### config.mk
export PLATFORM = sky130hd
export DESIGN_NAME = bypass_arbiter
export DESIGN_NICKNAME = d
export VERILOG_FILES = /design/src/rtl/arb_pkg.sv /design/src/rtl/rr_picker.sv /design/src/rtl/bypass_arbiter.sv
export SDC_FILE = /design/constraint.sdc
export NUM_CORES = 1
export LEC_CHECK = 0
export CAP_MARGIN = 20
export CORE_UTILIZATION = 35
export CTS_CLUSTER_SIZE = 20
export DETAILED_ROUTE_END_ITERATION = 10
export GPL_TIMING_DRIVEN = 0
export PLACE_DENSITY = 0.74
export SLEW_MARGIN = 40
export SYNTH_ARGS = -nofsm -noshare
export SYNTH_HDL_FRONTEND = slang
export SYNTH_SLANG_ARGS = --single-unit
### constraint.sdc
create_clock -name CLK -period 4.7 [get_ports CLK]
set_clock_uncertainty 0.1 [all_clocks]
set_input_delay 0.47 -clock CLK [delete_from_list [all_inputs] [get_ports CLK]]
set_output_delay 0.47 -clock CLK [all_outputs]
set_load 0.02 [all_outputs]
### src/rtl/arb_pkg.sv
// Shared defaults and state type for the bypass arbiter.
package arb_pkg;

    localparam int unsigned ARB_N         = 3;
    localparam int unsigned ARB_WIDTH     = 8;
    localparam int unsigned ARB_MAX_BURST = 4;

    // IDLE: no grant outstanding. OWNED: exactly one port holds the grant.
    typedef enum logic {
        IDLE  = 1'b0,
        OWNED = 1'b1
    } arb_state_e;

endpackage

### src/rtl/rr_picker.sv
// Combinational round-robin select: first set request at or after ptr_i, with wrap-around.
module rr_picker #(
    parameter int unsigned N  = 3,
    parameter int unsigned PW = 2
) (
    input  logic [N-1:0]  req_i,
    input  logic [PW-1:0] ptr_i,
    output logic [N-1:0]  gnt_o,
    output logic          found_o
);

    logic [PW-1:0] idx;

    // Walk the ports starting at the pointer; the first requester wins.
    always_comb begin
        gnt_o   = '0;
        found_o = 1'b0;
        idx     = '0;
        for (int unsigned i = 0; i < N; i++) begin
            idx = PW'((32'(ptr_i) + i) % N);
            if (!found_o && req_i[idx]) begin
                gnt_o[idx] = 1'b1;
                found_o    = 1'b1;
            end
        end
    end

endmodule

### src/rtl/bypass_arbiter.sv
// Round-robin grant arbiter merging N bypass FIFOs into one registered stream.
// Optional feature: define ARB_BURST_LIMIT_EN to force grant rotation after MAX_BURST
// accepted beats when another port is waiting.
module bypass_arbiter
    import arb_pkg::*;
#(
    parameter int unsigned N         = ARB_N,
    parameter int unsigned WIDTH     = ARB_WIDTH,
    parameter int unsigned MAX_BURST = ARB_MAX_BURST,
    localparam int unsigned OW       = (N > 1) ? $clog2(N) : 1
) (
    input  logic               CLK,
    input  logic               Reset,
    input  logic [N-1:0]       i_Req,
    input  logic [N-1:0]       i_Valid,
    input  logic [N*WIDTH-1:0] i_Data,
    output logic [N-1:0]       o_Grant,
    output logic [N-1:0]       o_Busy,
    output logic               o_Valid,
    output logic [WIDTH-1:0]   o_Data,
    output logic [OW-1:0]      o_Owner
);

    arb_state_e       state_q, state_d;
    logic [N-1:0]     grant_q, grant_d;
    logic [OW-1:0]    owner_q, owner_d;
    logic [OW-1:0]    rr_ptr_q, rr_ptr_d;
    logic             valid_q, valid_d;
    logic [WIDTH-1:0] data_q, data_d;

`ifdef ARB_BURST_LIMIT_EN
    localparam int unsigned CW = (MAX_BURST > 1) ? $clog2(MAX_BURST) : 1;
    logic [CW-1:0]    cnt_q, cnt_d;
`endif

    logic [N-1:0]     pick_req;
    logic [N-1:0]     pick_gnt;
    logic             pick_found;
    logic [OW-1:0]    pick_idx;
    logic [OW-1:0]    pick_next;
    logic             owner_req;
    logic             beat;
    logic [WIDTH-1:0] beat_data;
    logic             take;

    // The owner is masked out so the same picker serves idle grant, hand-over and rotation.
    assign pick_req = i_Req & ~grant_q;

    rr_picker #(
        .N  (N),
        .PW (OW)
    ) u_picker (
        .req_i   (pick_req),
        .ptr_i   (rr_ptr_q),
        .gnt_o   (pick_gnt),
        .found_o (pick_found)
    );

    // Convert the picker's one-hot grant to an index.
    always_comb begin
        pick_idx = '0;
        for (int unsigned k = 0; k < N; k++) begin
            if (pick_gnt[k]) begin
                pick_idx = OW'(k);
            end
        end
    end

    assign pick_next = (pick_idx == OW'(N - 1)) ? '0 : pick_idx + 1'b1;
    assign owner_req = |(i_Req & grant_q);
    assign beat      = |(i_Valid & grant_q);

    // Select the granted port's data; other ports' data never reaches the output.
    always_comb begin
        beat_data = '0;
        for (int unsigned k = 0; k < N; k++) begin
            if (grant_q[k]) begin
                beat_data = i_Data[k*WIDTH +: WIDTH];
            end
        end
    end

    // Next-state: grant on request, hand over when the owner drops, optional burst rotation.
    always_comb begin
        state_d  = state_q;
        grant_d  = grant_q;
        owner_d  = owner_q;
        rr_ptr_d = rr_ptr_q;
        valid_d  = beat;
        data_d   = beat ? beat_data : data_q;
        take     = 1'b0;
`ifdef ARB_BURST_LIMIT_EN
        cnt_d    = cnt_q;
`endif
        unique case (state_q)
            IDLE: begin
                take = pick_found;
            end
            OWNED: begin
                if (!owner_req) begin
                    if (pick_found) begin
                        take = 1'b1;
                    end else begin
                        state_d = IDLE;
                        grant_d = '0;
                    end
                end
`ifdef ARB_BURST_LIMIT_EN
                else if (beat) begin
                    if (cnt_q == CW'(MAX_BURST - 1)) begin
                        // Burst exhausted: rotate if someone waits, else restart the count.
                        take  = pick_found;
                        cnt_d = '0;
                    end else begin
                        cnt_d = cnt_q + 1'b1;
                    end
                end
`endif
            end
            default: begin
                state_d = IDLE;
                grant_d = '0;
            end
        endcase

        if (take) begin
            state_d  = OWNED;
            grant_d  = pick_gnt;
            owner_d  = pick_idx;
            rr_ptr_d = pick_next;
        end
`ifdef ARB_BURST_LIMIT_EN
        if (take || state_d == IDLE) begin
            cnt_d = '0;
        end
`endif
    end

    // FSM and registered outputs; reset drops the grant and any beat in flight.
    always_ff @(posedge CLK or negedge Reset) begin
        if (!Reset) begin
            state_q  <= IDLE;
            grant_q  <= '0;
            owner_q  <= '0;
            rr_ptr_q <= '0;
            valid_q  <= 1'b0;
            data_q   <= '0;
`ifdef ARB_BURST_LIMIT_EN
            cnt_q    <= '0;
`endif
        end else begin
            state_q  <= state_d;
            grant_q  <= grant_d;
            owner_q  <= owner_d;
            rr_ptr_q <= rr_ptr_d;
            valid_q  <= valid_d;
            data_q   <= data_d;
`ifdef ARB_BURST_LIMIT_EN
            cnt_q    <= cnt_d;
`endif
        end
    end

    assign o_Grant = grant_q;
    assign o_Busy  = (grant_q != '0) ? ~grant_q : '0;
    assign o_Valid = valid_q;
    assign o_Data  = data_q;
    assign o_Owner = owner_q;

endmodule

==> out/metrics.yaml, run 1 <==
cts:
  clkTransAtPathRegs_ns: 0.08
  max-clock-path-buffers: 2
  clock_latency_ns: 0.27
  cts_sinks: 16
  cts_resized: 0
  cts-root-buf: "clkbuf_4"
  cts_tree: "built"
  cts-buffers-inserted: 3
  cts_hold_buf: 0
  cts_max_level: 1
  postCtsSetupBuffers: 0
detailed_routing:
  final_antenna_net_count: 0
  drt_pass1_iterations: 7
  drt_iter0_drc: 77
  vias_per_cell: 5.53
  via_count: 1090
  drc: 18
  wl_per_cell_um: 14.3
  wl_um: 2810
placement:
  dpl.hpwl_um: 2280
  place_congestion: 0.822
  io_buffer_count: 48
global_routing:
  grt_max_degree: 17
  grt_overflow: 0
  antenna_found_initial: 0
  first_global_vias: 1038
  grt_use_total: 0.187
  grt_pass1_wl_um: 4640
timing:
  worst_slew_pin_slew_ns: 0.816
  timing.final.hold_violations: 0
  period_share: 0.610
  fmax_mhz: 349
  fin_crit_ns: 2.87
  drv_slew: 0
  rsz0062_at_grt: "false"
  tns_ns: 0
  setup_viol: 0
  slew_headroom: 0.456
power:
  power_frac_seq: 0.239
  clockPowerShare: 0.087
  intPower_w: 0.000550
  p_sw_w: 0.000435
  sw_frac_of_total: 0.442
  p_per_area_nw_per_um2: 615
  ir_worst_vdd_uv: 286
  combPwrFrac: 0.674
  p_leak_nw: 0.667
synthesis:
  synth-compound-area-share: 0.355
  syn-cell-area_um2: 1050
  ys_warn_count: 0
  syn_nets: 150
  synthMuxAreaShare: 0
  synth_fa_ha_area_frac: 0.0478
  synth-seq-cells: 16
  syn_avg_cell_area_um2: 9.18
  syn_inst: 114
  synth_top_family_by_area: "compound AO/OA/AOI/OAI gates"
  ys_seq_area_frac: 0.383
  synth_xor_area_frac: 0
  synth-simple-area-share: 0.159
  synth.distinct_cells: 34
setup_path:
  startpoint_type: "register"
  cpPeakStageDelay_ns: 0.61
  critPathRequiredTime_ns: 4.13
  arrival_ns: 2.30
  crit_chain: "clkbuf_1, inv_1, clkbuf_1, a21oi_1, clkdlybuf4s50_1"
  worstPathMaxFanout: 10
  cp_slowest_cell: "clkdlybuf4s50_1"
  r2r_setup_slack_ns: 2.18
  cp_top_family: "buffers and inverters"
  crit_path_end_kind: "output pin"
  critPathBufInv: 4
  worstSetupPathType: "reg2out"
  crit_path_frequent_cell: "clkbuf_1"
job:
  maxCapViolCount: 0
final_layout:
  final_nets: 203
  fin_util: 0.571
  final_cell_mix: "clkdlybuf4s50_1, o21ai_0, dfrtp_1, nand2_1"
  n_antenna_cell: 0
  final_common_cell: "clkdlybuf4s50_1"
  area_delta_synth_final_pct: 53.1
  drive_gt1_frac: 0.0602
floorplan:
  start_util: 0.373
  dieArea_um2: 3210
  die-height_um: 56.7
  io_pins: 49
  std_cell_rows: 19
  core_um2: 2810
  die_w_um: 56.7
outcome:
  violations: "DRC"
  status: "finished with violations"
worst_hold_path:
  hold_path_class: "reg2reg"
==> kinds of logic (layout without fill, tap and decap cells) <==
family	count (synthesis)	after routing
AOI/OAI and AO/OA	51	51
buffers and inverters	14	66
and+or+nand+nor	29	29
DFF	16	16
adders and majority gates	4	4
==> synth_stat cells, drive strengths merged <==
cell type | instances | area [µm²]
o211ai | 1 | 7.51
buf | 2 | 12.5
a21boi | 2 | 15.0
o211a | 2 | 20.0
nor4bb | 1 | 16.3
and4bb | 1 | 12.5
or3 | 1 | 6.26
o21a | 2 | 15.0
o311ai | 3 | 33.8
o22ai | 1 | 12.5
or4b | 1 | 10.0
or4bb | 1 | 11.3
a211o | 1 | 8.76
dfrtp | 16 | 400
and3 | 1 | 6.26
nand2b | 4 | 25.0
nor4b | 1 | 8.76
a222oi | 2 | 20.0
o21ai | 21 | 105
o31a | 1 | 8.76
nand2 | 13 | 48.8
ha | 4 | 50.1
a211oi | 3 | 22.5
inv | 8 | 30.0
clkbuf | 4 | 15.0
a21oi | 3 | 15.0
a221o | 8 | 80.1
a22oi | 1 | 7.51
nor2 | 4 | 15.0
nor2b | 1 | 6.26
==> power by group through the flow <==
stage	combinational, W	clock (W)	sequential (W)
2_1_floorplan	0.000389	0	0.000279
3_3_place_gp	0.000648	0	0.000237
3_5_place_dp	0.000663	0	0.000239
4_1_cts	0.000664	0.0000906	0.000236
5_1_grt	0.000723	0.0000979	0.000247
6_report	0.000663	0.0000859	0.000235
==> per-layer routing <==
metal,track usage,vias up,part of all wire,wire length [µm]
li1,-,536,-,-
met4,0.0643,0,0,0
met2,0.333,50,0.49,1380
met3,0.0530,0,0.11,312
met5,0,-,0,0
met1,0.213,504,0.40,1110
==> layout make-up <==
class / count / area, µm²
plain buffers: 6 / 27.5
clock buffers: 4 / 36.3
fillers: 266 / 1200
inverters: 8 / 30.0
multi-input cells: 84 / 588
flip-flops and latches: 16 / 400
well taps: 31 / 38.8
repair buffers: 48 / 480
==> stage by stage <==
step	setup WS, ns	cells	total power [W]	hold slack (ns)	cell area (µm²)
2_1_floorplan	2.41	114	0.000669	0.0744	1050
3_3_place_gp	2.16	193	0.000884	0.365	1570
3_5_place_dp	2.11	193	0.000902	0.372	1570
4_1_cts	1.81	197	0.000991	0.393	1600
5_1_grt	1.63	197	0.00107	0.428	1600
6_report	1.83	197	0.000984	0.388	1600
==> worst min-delay path: cells and delay by family, from the launching register on <==
family | cells | cell delay [ns]
flip-flops | 1 | 0.35
AO/OA/AOI/OAI | 1 | 0.06
AND/OR/NAND/NOR | 1 | 0.04
==> sequential cells by signal, summed over array words and instances (netlist names) <==
register,cells
o_Data,8
o_Grant,3
o_Owner,1
o_Valid,1
rr_ptr_q,2
state_q,1
==> worst paths after layout <==
kind / cells after the start / to / start
worst min-delay path: 2 / o_Data[1] / o_Data[1]
worst max register to register: 8 / rr_ptr_q[0] / rr_ptr_q[1]
worst max-delay path: 5 / o_Busy[1] / o_Grant[2]
min in group asynchronous: 1 / o_Data[7] / Reset
max in group asynchronous: 1 / o_Grant[2] / Reset
worst min register to register: 2 / o_Data[1] / o_Data[1]
Power figures use the tool's default switching activity.
==> run 2, diff against run 1 <==
--- a/config.mk
+++ b/config.mk
@@ -10,7 +10,7 @@
 export CTS_CLUSTER_SIZE = 20
 export DETAILED_ROUTE_END_ITERATION = 10
 export GPL_TIMING_DRIVEN = 0
-export PLACE_DENSITY = 0.74
+export PLACE_DENSITY = 0.77
 export SLEW_MARGIN = 40
 export SYNTH_ARGS = -nofsm -noshare
 export SYNTH_HDL_FRONTEND = slang
==> constraint.sdc (replaced) <==
create_clock -name CLK -period 2.3 [get_ports CLK]
set_clock_uncertainty 0.1 [all_clocks]
set_input_delay 0.23 -clock CLK [delete_from_list [all_inputs] [get_ports CLK]]
set_output_delay 0.23 -clock CLK [all_outputs]
set_load 0.02 [all_outputs]
==> run 2 against run 1 <==
  * The flow still finishes with violations (DRC)
  * Utilization up 8.0 points
  * Worst hold slack lost 0.12 ns
  * Register-to-register slack lost 2.1 ns
  * Sequential share of layout area decreased by 2.9 points
  * Cell count grew 6.1%
  * Sequential power grew 110%
  * Critical path depth increased by 2
  * Via count increased by 7.0%
  * Largest power group unchanged
==> out/metrics.yaml, run 2 (same netlist as run 1, synthesis figures left out) <==
timing:
  rsz0062_at_grt: "true"  # was false
  period_share: 0.977
  worst_slew_pin_slew_ns: 0.695  # was 0.816 ns
  fin_ws_ns: 0.0538  # was 1.83 ns
  setup_viol: 0  # unchanged
  holdWs_ns: 0.268  # was 0.388 ns
  slew_headroom: 0.535  # was 0.456
  drv_slew: 0  # unchanged
  fin_crit_ns: 2.25
  timing.final.hold_violations: 0  # unchanged
  fmax_mhz: 445
placement:
  dpl.hpwl_um: 2360  # was 2280 µm
  place_congestion: 0.850  # was 0.822
  dp_slack_ns: -0.234  # was 2.11 ns
  io_buffer_count: 48  # unchanged
  dp_cells: 193  # unchanged
final_layout:
  area_delta_synth_final_pct: 74.6  # was 53.1%
  final_cell_mix: "clkdlybuf4s50_1, o21ai_0, dfrtp_1, nand2_1, buf_4"  # was clkdlybuf4s50_1, o21ai_0, dfrtp_1, nand2_1
  final_common_cell: "clkdlybuf4s50_1"  # unchanged
  final_cells: 209  # was 197
  drive_gt1_frac: 0.219  # was 0.0602
  fin_util: 0.651  # was 0.571
  final_nets: 215  # was 203
  nFillCells: 228  # was 266
  largest_register_ffs: 8  # unchanged
  n_antenna_cell: 0  # unchanged
setup_path:
  cpPeakStageDelay_ns: 0.43  # was 0.61 ns
  reg2regPathDepth: 7  # was 8
  worstSetupPathType: "reg2reg"  # was reg2out
  critPathBufInv: 1  # was 4
  cp_top_family: "compound AO/OA/AOI/OAI gates"  # was buffers and inverters
  worstPathMaxFanout: 5  # was 10
  arrival_ns: 2.35  # was 2.30 ns
  crit_chain: "ha_4, nor4bb_4, or3_1, buf_6, a211o_4, o21a_1, o21ai_1"  # was clkbuf_1, inv_1, clkbuf_1, a21oi_1, clkdlybuf4s50_1
  startpoint_type: "register"  # unchanged
  cp_slowest_cell: "dfrtp_1"  # was clkdlybuf4s50_1
  critPathRequiredTime_ns: 2.40  # was 4.13 ns
  worst-path-stages: 7  # was 5
  crit_path_end_kind: "register"  # was output pin
global_routing:
  grt_overflow: 0  # unchanged
  grt_pass1_wl_um: 5380  # was 4640 µm
  first_global_vias: 1207  # was 1038
  grt_max_degree: 17  # unchanged
  grt_use_total: 0.216  # was 0.187
  antenna_found_initial: 0  # unchanged
detailed_routing:
  final_antenna_net_count: 0  # unchanged
  drt_iter0_drc: 106  # was 77
  wl_um: 3280  # was 2810 µm
  drt_pass1_iterations: 8  # was 7
  via_count: 1166  # was 1090
  drc: 18  # unchanged
  vias_per_cell: 5.58  # was 5.53
  wl_per_cell_um: 15.7  # was 14.3 µm
cts:
  cts-root-buf: "clkbuf_4"  # unchanged
  cts-buffers-inserted: 3  # unchanged
  cts_hold_buf: 0  # unchanged
  cts_max_level: 1  # unchanged
  cts_sinks: 16  # unchanged
  max-clock-path-buffers: 2  # unchanged
  clock_latency_ns: 0.27  # about the same
  cts_tree: "built"  # unchanged
  clkTransAtPathRegs_ns: 0.09  # was 0.08 ns
floorplan:
  start_util: 0.373  # unchanged
  dieArea_um2: 3210  # unchanged
  io_pins: 49  # unchanged
  core_um2: 2810  # unchanged
  die_w_um: 56.7  # unchanged
  std_cell_rows: 19  # unchanged
  die-height_um: 56.7  # unchanged
power:
  ir_worst_vdd_uv: 759  # was 286 µV
  p_total_w: 0.00254  # was 0.000984 W
  p_per_area_nw_per_um2: 1390  # was 615 nW/µm²
  p_leak_nw: 0.763  # was 0.667 nW
worst_hold_path:
  hold_path_class: "in2async"  # was reg2reg
outcome:
  violations: "DRC"  # unchanged
  status: "finished with violations"  # unchanged
job:
  maxCapViolCount: 0  # unchanged
==> run 2: what timing repair did <==
action | in CTS | in global routing
buffers inserted | 7 | 4
endpoints found under the setup margin | 10 | 7
gates resized for setup | 22 | 8
gates cloned | 0 | 0
pin swaps | 7 | 4
==> run 2: worst reg2reg max path: stages, from the launching register on <==
cell      delay, ns
dfrtp_1        0.43
ha_4           0.28
nor4bb_4       0.17
or3_1          0.38
buf_6          0.15
a211o_4        0.31
o21a_1         0.22
o21ai_1        0.14
==> run 2: through the flow <==
| step | area (µm²) | TNS (ns) |
|---|---|---|
| 2_1_floorplan | 1050 | 0 |
| 3_3_place_gp | 1570 | -0.889 |
| 3_5_place_dp | 1570 | -1.24 |
| 4_1_cts | 1750 | 0 |
| 5_1_grt | 1830 | -0.00753 |
| 6_report | 1830 | 0 |
==> run 2: area by class of cell <==
type	instances	area [µm²]	share of cell area
repair buffers	60	569	0.312
well taps	31	38.8	0.0212
flip-flops and latches	16	403	0.221
plain buffers	6	38.8	0.0212
clock buffers	4	36.3	0.0199
inverters	8	30.0	0.0164
multi-input cells	84	711	0.389
==> run 2: routing by layer <==
| layer | global-route usage | wire (µm) | vias up |
|---|---|---|---|
| met4 | 0.0714 | 24 | 0 |
| met2 | 0.403 | 1730 | 44 |
| met3 | 0.0507 | 288 | 2 |
| met1 | 0.236 | 1240 | 552 |
| li1 | - | - | 568 |
| met5 | 0 | 0 | - |
==> run 2: power breakdown <==
group | total [W] | internal, W | switching (W)
Sequential | 0.000486 | 0.000396 | 0.0000901
Combinational | 0.00188 | 0.000950 | 0.000925
Clock | 0.000177 | 0.0000961 | 0.0000807
==> run 2: final timing paths <==
check | startpoint | end | slack (ns)
max in group asynchronous | Reset | o_Grant[2] | 1.35
worst max register to register | rr_ptr_q[0] | o_Grant[1] | 0.05
worst max-delay path | rr_ptr_q[0] | o_Grant[1] | 0.05
min in group CLK | o_Data[0] | o_Data[0] | 0.39
worst min-delay path | Reset | o_Data[1] | 0.27
worst min register to register | o_Data[0] | o_Data[0] | 0.39
==> run 3, diff against run 2 <==
--- a/config.mk
+++ b/config.mk
@@ -10,7 +10,7 @@
 export CTS_CLUSTER_SIZE = 20
 export DETAILED_ROUTE_END_ITERATION = 10
 export GPL_TIMING_DRIVEN = 0
-export PLACE_DENSITY = 0.77
+export PLACE_DENSITY = 0.74
 export SLEW_MARGIN = 40
 export SYNTH_ARGS = -nofsm -noshare
 export SYNTH_HDL_FRONTEND = slang
==> constraint.sdc (replaced) <==
create_clock -name CLK -period 2.7 [get_ports CLK]
set_clock_uncertainty 0.1 [all_clocks]
set_input_delay 0.27 -clock CLK [delete_from_list [all_inputs] [get_ports CLK]]
set_output_delay 0.27 -clock CLK [all_outputs]
set_load 0.02 [all_outputs]
==> run 3 against run 2 <==
  * The run still ends with DRC left
  * Global-route usage is 2.9 points lower
  * Clock power is 15% lower
  * Via count is 6.8% lower
  * Sequential cell count stayed put
  * Setup slack better by 0.11 ns
  * Total power is 32% lower
  * Final area is 12% lower
  * Sequential share of layout area is 2.8 points higher
  * Wire length is 14% lower
  * First-iteration DRC count is 30% lower
==> out/metrics.yaml, run 3 (same netlist as run 1, synthesis figures left out) <==
power:
  p_per_area_nw_per_um2: 1070  # was 1390 nW/µm²
  sw_frac_of_total: 0.443  # was 0.432
  p_leak_nw: 0.671  # was 0.763 nW
  p_sw_w: 0.000766  # was 0.00110 W
  clockPowerShare: 0.087  # was 0.070
  p_total_w: 0.00173  # was 0.00254 W
  combPwrFrac: 0.675  # was 0.739
  ir_worst_vdd_uv: 512  # was 759 µV
  intPower_w: 0.000963  # was 0.00144 W
  power_frac_seq: 0.238  # was 0.191
setup_path:
  critPathRequiredTime_ns: 2.77  # was 2.40 ns
  cpPeakStageDelay_ns: 0.44  # was 0.43 ns
  crit_path_end_kind: "register"  # unchanged
  worstPathMaxFanout: 7  # was 5
  cp_top_family: "simple AND/OR/NAND/NOR gates"  # was compound AO/OA/AOI/OAI gates
  cp_slowest_cell: "dfrtp_1"  # unchanged
  arrival_ns: 2.60  # was 2.35 ns
  crit_chain: "inv_1, ha_1, nor4bb_2, or3_1, buf_2, a211oi_1, nor2_1, o211a_1"  # was ha_4, nor4bb_4, or3_1, buf_6, a211o_4, o21a_1, o21ai_1
  worstSetupPathType: "reg2reg"  # unchanged
  startpoint_type: "register"  # unchanged
  critPathBufInv: 2  # was 1
worst_hold_path:
  hold_path_class: "in2async"  # unchanged
cts:
  postCtsSetupBuffers: 0  # was 7
  clkTransAtPathRegs_ns: 0.09  # about the same
  cts-root-buf: "clkbuf_4"  # unchanged
  cts-buffers-inserted: 3  # unchanged
  cts_max_level: 1  # unchanged
  clock_latency_ns: 0.27  # about the same
  max-clock-path-buffers: 2  # unchanged
  cts_sinks: 16  # unchanged
  cts_tree: "built"  # unchanged
timing:
  fin_crit_ns: 2.53  # was 2.25 ns
  rsz0062_at_grt: "false"  # was true
  setup_viol: 0  # unchanged
  drv_slew: 0  # unchanged
  holdWs_ns: 0.311  # was 0.268 ns
  tns_ns: 0  # unchanged
  fmax_mhz: 395  # was 445 MHz
  worst_slew_pin_slew_ns: 0.814  # was 0.695 ns
  fin_ws_ns: 0.165  # was 0.0538 ns
  timing.final.hold_violations: 0  # unchanged
  slew_headroom: 0.458  # was 0.535
  period_share: 0.939  # was 0.977
detailed_routing:
  final_antenna_net_count: 0  # unchanged
  drc: 18  # unchanged
  wl_per_cell_um: 14.4  # was 15.7 µm
  drt_pass1_iterations: 7  # was 8
  vias_per_cell: 5.52  # was 5.58
  wl_um: 2840  # was 3280 µm
  via_count: 1087  # was 1166
  drt_iter0_drc: 74  # was 106
global_routing:
  antenna_found_initial: 0  # unchanged
  grt_overflow: 0  # unchanged
  grt_use_total: 0.187  # was 0.216
  grt_pass1_wl_um: 4640  # was 5380 µm
  grt_max_degree: 17  # unchanged
  first_global_vias: 1038  # was 1207
final_layout:
  largest_register_ffs: 8  # unchanged
  drive_gt1_frac: 0.0723  # was 0.219
  final_cell_mix: "clkdlybuf4s50_1, o21ai_0, dfrtp_1, nand2_1"  # was clkdlybuf4s50_1, o21ai_0, dfrtp_1, nand2_1, buf_4
  final_nets: 203  # was 215
  area_delta_synth_final_pct: 53.9  # was 74.6%
  final_common_cell: "clkdlybuf4s50_1"  # unchanged
  final_cells: 197  # was 209
  n_antenna_cell: 0  # unchanged
floorplan:
  core_um2: 2810  # unchanged
  io_pins: 49  # unchanged
  std_cell_rows: 19  # unchanged
  dieArea_um2: 3210  # unchanged
  die-height_um: 56.7  # unchanged
  die_w_um: 56.7  # unchanged
  start_util: 0.373  # unchanged
placement:
  place_congestion: 0.822  # was 0.850
  dp_cells: 193  # unchanged
  dp_slack_ns: 0.167  # was -0.234 ns
  dpl.hpwl_um: 2280  # was 2360 µm
  io_buffer_count: 48  # unchanged
outcome:
  status: "finished with violations"  # unchanged
  violations: "DRC"  # unchanged
job:
  maxCapViolCount: 0  # unchanged
-- run 3: cell types whose count changed in the layout (fill, tap and decap cells not counted), moves of 2 or more --
cell | previous run | this run
a211oi_2 | 2 | 0
o311ai_4 | 3 | 0
dfrtp_1 | 14 | 16
buf_4 | 11 | 1
buf_6 | 2 | 0
ha_1 | 2 | 4
dfrtp_2 | 2 | 0
a211oi_1 | 0 | 3
o311ai_2 | 0 | 2
dlygate4sd2_1 | 2 | 0
clkdlybuf4s50_1 | 46 | 48
-- run 3: what timing repair did --
item	CTS	global route
gates resized for setup	0	3
endpoints found under the setup margin	0	5
endpoints found under the hold margin	0	0
hold buffers	0	0
-- run 3: stage by stage --
stage                     area [µm²]   util
final                           1610  0.574
after CTS                       1600  0.571
after global placement          1570  0.558
after detailed placement        1570  0.558
after global routing            1610  0.574
after floorplan                 1050      -
-- run 3: per-layer routing --
layer | GRT usage | wire length [µm]
met1 | 0.213 | 1150
met2 | 0.333 | 1400
met3 | 0.0530 | 290
met4 | 0.0643 | 0
met5 | 0 | 0
-- run 3: power groups by stage --
stage                     Combinational, W  Clock [W]  Sequential [W]
after floorplan                   0.000678          0        0.000486
after global placement             0.00113          0        0.000412
after detailed placement           0.00115          0        0.000416
after CTS                          0.00116   0.000158        0.000411
after global routing               0.00127   0.000170        0.000431
final                              0.00117   0.000150        0.000412
-- run 3: path summary, 6_finish.rpt --
path | from | slack [ns] | cells after the start | end
worst max-delay path | rr_ptr_q[1] | 0.17 | 8 | rr_ptr_q[0]
worst min-delay path | Reset | 0.31 | 1 | o_Data[7]
worst max register to register | rr_ptr_q[1] | 0.17 | 8 | rr_ptr_q[0]
worst min register to register | o_Data[2] | 0.39 | 2 | o_Data[2]
max in group asynchronous | Reset | 1.75 | 1 | o_Grant[2]
min in group CLK | o_Data[2] | 0.39 | 2 | o_Data[2]
-- run 3: layout make-up --
type	count	area, µm²
Timing Repair Buffer	48	480
Multi-Input combinational cell	84	596
Clock buffer	4	36.3
Inverter	8	30.0
Sequential cell	16	400
Tap cell	31	38.8
Buffer	6	28.8
Fill cell	268	1190
-- run 3: worst reg2reg max path, cell delays in order (launching register included) --
cell      delay, ns
dfrtp_1        0.44
inv_1          0.09
ha_1           0.38
nor4bb_2       0.22
or3_1          0.36
buf_2          0.16
a211oi_1       0.37
nor2_1         0.10
o211a_1        0.22
